### src/rtl/regfile_wr_arbiter.sv
// Shares the single register-file write port between pipeline writeback and a small
// FIFO of long-latency results, and tracks pending long-latency destinations.
module regfile_wr_arbiter #(
    parameter int DATA_W     = 64,
    parameter int FIFO_DEPTH = 2,
    parameter int STARVE_MAX = 4
) (
    input  logic              clk_i,
    input  logic              reset_i,
    input  logic              w_valid_i,
    input  logic              w_wen_i,
    input  logic [4:0]        w_dst_i,
    input  logic [DATA_W-1:0] w_data_i,
    output logic              w_stall_o,
    input  logic              l_valid_i,
    output logic              l_ready_o,
    input  logic [4:0]        l_dst_i,
    input  logic [DATA_W-1:0] l_data_i,
    input  logic              issue_valid_i,
    input  logic [4:0]        issue_dst_i,
    output logic [31:0]       busy_o,
    output logic              rf_wen_o,
    output logic [4:0]        rf_wa_o,
    output logic [DATA_W-1:0] rf_wd_o
);

    localparam int PW = $clog2(FIFO_DEPTH);
    localparam int CW = PW + 1;
    localparam int SW = $clog2(STARVE_MAX + 1);
    localparam logic [CW-1:0] DEPTH_C  = CW'(FIFO_DEPTH);
    localparam logic [SW-1:0] STARVE_C = SW'(STARVE_MAX);

    logic [4:0]        dst_q  [FIFO_DEPTH];
    logic [DATA_W-1:0] data_q [FIFO_DEPTH];
    logic [PW-1:0]     rd_ptr_q, rd_ptr_d;
    logic [PW-1:0]     wr_ptr_q, wr_ptr_d;
    logic [CW-1:0]     count_q, count_d;
    logic [SW-1:0]     starve_q, starve_d;
    logic [31:0]       busy_q, busy_d;

    logic w_req;
    logic fifo_ne;
    logic grant_l;
    logic grant_w;
    logic push;
    logic [4:0] head_dst;

    always_comb begin
        head_dst  = dst_q[rd_ptr_q];
        w_req     = w_valid_i & w_wen_i & (w_dst_i != 5'd0);
        fifo_ne   = (count_q != '0);
        // l_ready looks only at registered occupancy; a same-cycle pop never frees a slot
        l_ready_o = reset_i & (count_q < DEPTH_C);
        grant_l   = reset_i & fifo_ne & (~w_req | (starve_q == STARVE_C));
        grant_w   = reset_i & w_req & ~grant_l;
        push      = l_valid_i & l_ready_o & (l_dst_i != 5'd0);

        rf_wen_o  = grant_l | grant_w;
        rf_wa_o   = grant_l ? head_dst : w_dst_i;
        rf_wd_o   = grant_l ? data_q[rd_ptr_q] : w_data_i;
        w_stall_o = grant_l & w_req;

        rd_ptr_d  = grant_l ? rd_ptr_q + PW'(1) : rd_ptr_q;
        wr_ptr_d  = push ? wr_ptr_q + PW'(1) : wr_ptr_q;
        count_d   = count_q + CW'(push) - CW'(grant_l);

        starve_d = starve_q;
        if (!fifo_ne || grant_l) begin
            starve_d = '0;
        end else if (starve_q < STARVE_C) begin
            starve_d = starve_q + SW'(1);
        end

        // Clear first so a same-cycle issue to the written register wins
        busy_d = busy_q;
        if (grant_l) begin
            busy_d[head_dst] = 1'b0;
        end
        if (reset_i && issue_valid_i) begin
            busy_d[issue_dst_i] = 1'b1;
        end
        busy_d[0] = 1'b0;
    end

    always_ff @(posedge clk_i) begin
        if (!reset_i) begin
            rd_ptr_q <= '0;
            wr_ptr_q <= '0;
            count_q  <= '0;
            starve_q <= '0;
            busy_q   <= '0;
        end else begin
            rd_ptr_q <= rd_ptr_d;
            wr_ptr_q <= wr_ptr_d;
            count_q  <= count_d;
            starve_q <= starve_d;
            busy_q   <= busy_d;
        end
    end

    always_ff @(posedge clk_i) begin
        if (push) begin
            dst_q[wr_ptr_q]  <= l_dst_i;
            data_q[wr_ptr_q] <= l_data_i;
        end
    end

    assign busy_o = busy_q;

endmodule

### config.mk
export PLATFORM = sky130hd
export DESIGN_NAME = regfile_wr_arbiter
export DESIGN_NICKNAME = d
export VERILOG_FILES = /design/src/rtl/regfile_wr_arbiter.sv
export SDC_FILE = /design/constraint.sdc
export NUM_CORES = 1
export LEC_CHECK = 0
export ABC_AREA = 1
export CAP_MARGIN = 20
export CORE_ASPECT_RATIO = 0.8
export CORE_MARGIN = 2
export CORE_UTILIZATION = 35
export DETAILED_ROUTE_END_ITERATION = 8
export PLACE_DENSITY = 0.71
export SYNTH_ARGS = -nofsm -noshare
export SYNTH_HDL_FRONTEND = slang
export SYNTH_SLANG_ARGS = --single-unit
### constraint.sdc
create_clock -name clk_i -period 5.9 [get_ports clk_i]
set_clock_uncertainty 0.1 [all_clocks]
set_input_delay 0.885 -clock clk_i [delete_from_list [all_inputs] [get_ports clk_i]]
set_output_delay 0.885 -clock clk_i [all_outputs]
set_load 0.02 [all_outputs]
==> summary.txt <==
Run status
  • Run status: finished clean

Detailed routing
  • Number of remaining DRC errors: 0
  • Routed length on met1: 8724 um
  • DR WL met2: ~9700 um
  • Final WL: between 20000 and 25000 um
  • Top Metal Used: met4
  • Met3 Wirelength: approximately 1900 um
  • Wirelength per Cell: approximately 16 um
  • DRT iter0 DRCs: 486
  • Vias: 6315
  • Drt pass-1 iters: 6
  • Post-route ant nets: 0
  • Via density: slightly below 5

Yosys
  • Area share of the largest cell type after synthesis: 0.5376
  • Post-synthesis sequential area ratio: 0.6389
  • Net Count, Synth: a little over 900
  • Syn avg cell area: about 10 um2
  • Synth Register Bits: approximately 180
  • Post-Synthesis Cells: between 700 and 800
  • Area contributors post-synth: edfxtp_1, dfxtp_1, nor2_1, nand2_1, o31ai_1
  • Cell area after synthesis: roughly 7700 um2
  • Most instantiated library cell after synthesis: nor2_1
  • Post-synth cell types: 25
  • Synth area leader: edfxtp_1
  • Post-synth EDFFs: between 100 and 150
  • Post-synth ARST share: 0
  • Most frequent cells after synthesis: nor2_1, nand2_1, edfxtp_1, o31ai_1, nand3_1
  • Synth Flop Type: edfxtp_1
  • Synthesis warning total: 0

Power and ir drop
  • Pwr dens: about 360 nW/um2
  • Lkg Pwr: 4.036 nW
  • Peak supply drop: around 0.29 mV

Global routing
  • First-pass GRT wire length: 31210 um
  • Vias in the first global route: between 6000 and 7000
  • Total gr overflow: 0
  • Tot GR Track Use: 0.1743
  • Largest net degree at the start of global routing: 75
  • Initial antenna violation count: 0

Critical path
  • Worst Setup End Kind: output port
  • Critical path fanouts, max: 55
  • Crit path max-delay cell type: clkdlybuf4s50_1
  • CP Launch Type: input pin
  • Most used cell, CP: clkdlybuf4s50_1
  • CP Buf/Inv Count: 4
  • CP delay by family, top: buffers and inverters
  • Worst Path Arrival: between 3 and 4 ns
  • Crit path cell chain: clkdlybuf4s50_1 -> nor2_1 -> nand3_1 -> nand3_2 -> buf_4 -> nand2_4 -> buf_12 -> o31ai_1 -> clkdlybuf4s50_1
  • WS Path Type: in2out
  • Required time worst endpoint: just under 5 ns
  • Max stage delay on crit path: ~0.66 ns

Floorplan
  • Initial Utilization: 0.3565
  • Core footprint: ~22000 um2
  • # rows: 48
  • Chip height: about 140 um
  • I/O Pins: 253
  • Die Footprint: between 20000 and 25000 um2
  • Die Width: about 170 um

Clock tree
  • Cts hold-fix bufs: 0
  • CTS sink count: between 150 and 200
  • Root Driver: clkbuf_16
  • Skew-Pair Late Insertion Delay: 0.43 ns
  • Cts bufs inserted: 17
  • CTS resizes: 0
  • CTS tree: done
  • CTS HTree Levels: 4
  • Post-CTS setup buffers: 0
  • Clock slew at reported path FFs: about 0.07 ns
  • CTS max path bufs: 2

Placed design
  • Dpl ws: between 1 and 1.5 ns
  • Placer congestion estimate: about 0.86
  • DPL Wire Length: 14340 um
  • Port buffer count: 251

Flow run
  • Total of max-cap violations: 0

Timing
  • Max_slew headroom: 0.3115
  • Final worst-path cycle share: 0.8052
  • Worst Tran Pin Value: ~1.0 ns
  • Peak Freq: between 0.2 and 0.25 GHz
  • RSZ-0062 raised after global routing: false
  • Final WS setup: ~1.1 ns
  • Fin crit period: about 4.8 ns
  • Max Slew Vio Count: 0
  • Setup violations, final: 0
  • Final hold vios: 0
  • Setup TNS: 0 ns

Final layout
  • Antenna diodes: 0
  • Fin nets: about 1200
  • Share of cells above drive strength 1: 0.05986
  • Area Growth Syn to Fin: 43.53%

Worst hold path
  • HP Class: reg2reg
## report_power, final
part | switching, mW | internal, mW
logic | 0.867 | 0.514
clock network | 0.484 | 0.630
registers | 0.0231 | 1.43
## registers in the layout, indices dropped and copies added (netlist names), named ones only
| name | cells |
|---|---|
| data_q | 128 |
| busy_o | 31 |
| dst_q | 10 |
| starve_q | 3 |
| count_q | 2 |
| rd_ptr_q | 1 |
| wr_ptr_q | 1 |
## cell usage in the layout (no fill, tap or decap), types with 17 or more instances in the layout
cell / instances
dfxtp_1: 38
nor2_1: 178
a21oi_1: 36
nand3_1: 44
clkbuf_16: 17
nand2_1: 171
inv_1: 27
edfxtp_1: 138
o31ai_1: 48
clkdlybuf4s50_1: 251
## cells by family after synthesis
group,synth area share
AOI/OAI and AO/OA,0.1045
xor gates and xnor gates,0.001136
adders and majority gates,0.006493
and+or+nand+nor,0.2065
DFF,0.6389
buffers and inverters,0.04204
other,0.0004865
## layout make-up
cell class,count,area (um2)
inverter,29,108.9
sequential,177,4926
clock inverter,14,153.9
clock buffer,18,429.2
tap,275,344.1
multi-input combinational,522,2480
fill,1897,10560
timing repair buffer,259,2623
## path summary, 6_finish.rpt
| path | startpoint | end | slack (ns) | cells past startpoint |
|---|---|---|---|---|
| setup / recovery | w_dst_i[0] | rf_wd_o[29] | 1.15 | 9 |
| hold / removal | busy_o[23] | busy_o[23] | 0.36 | 2 |
| setup reg to reg | starve_q[0] | count_q[1] | 3.01 | 13 |
| hold reg to reg | busy_o[23] | busy_o[23] | 0.36 | 2 |
## metrics by stage
step           utilization  power, mW  hold WS [ns]  instances  cell area [um2]
2_1_floorplan            -      2.299        0.3435        770             7709
3_3_place_gp        0.4848      2.846        0.3537       1262            10480
3_5_place_dp        0.4848      2.867        0.3551       1262            10480
4_1_cts             0.5117      3.988        0.3653       1294            11060
5_1_grt             0.5117      4.148        0.3778       1294            11060
6_report            0.5117      3.948        0.3631       1294            11060
## routing by layer
metal  up-vias  global-route usage
met4         0             0.05176
li1       3118                   -
met1      2946              0.2180
met5         -                   0
met2       228              0.2855
met3        23             0.06275
## tightest hold or removal path: stages (launching register included)
cell and delay, ns:
dfxtp_1 0.31, nand2_1 0.06, a21oi_1 0.05
(Power assumes the default switching activity.)
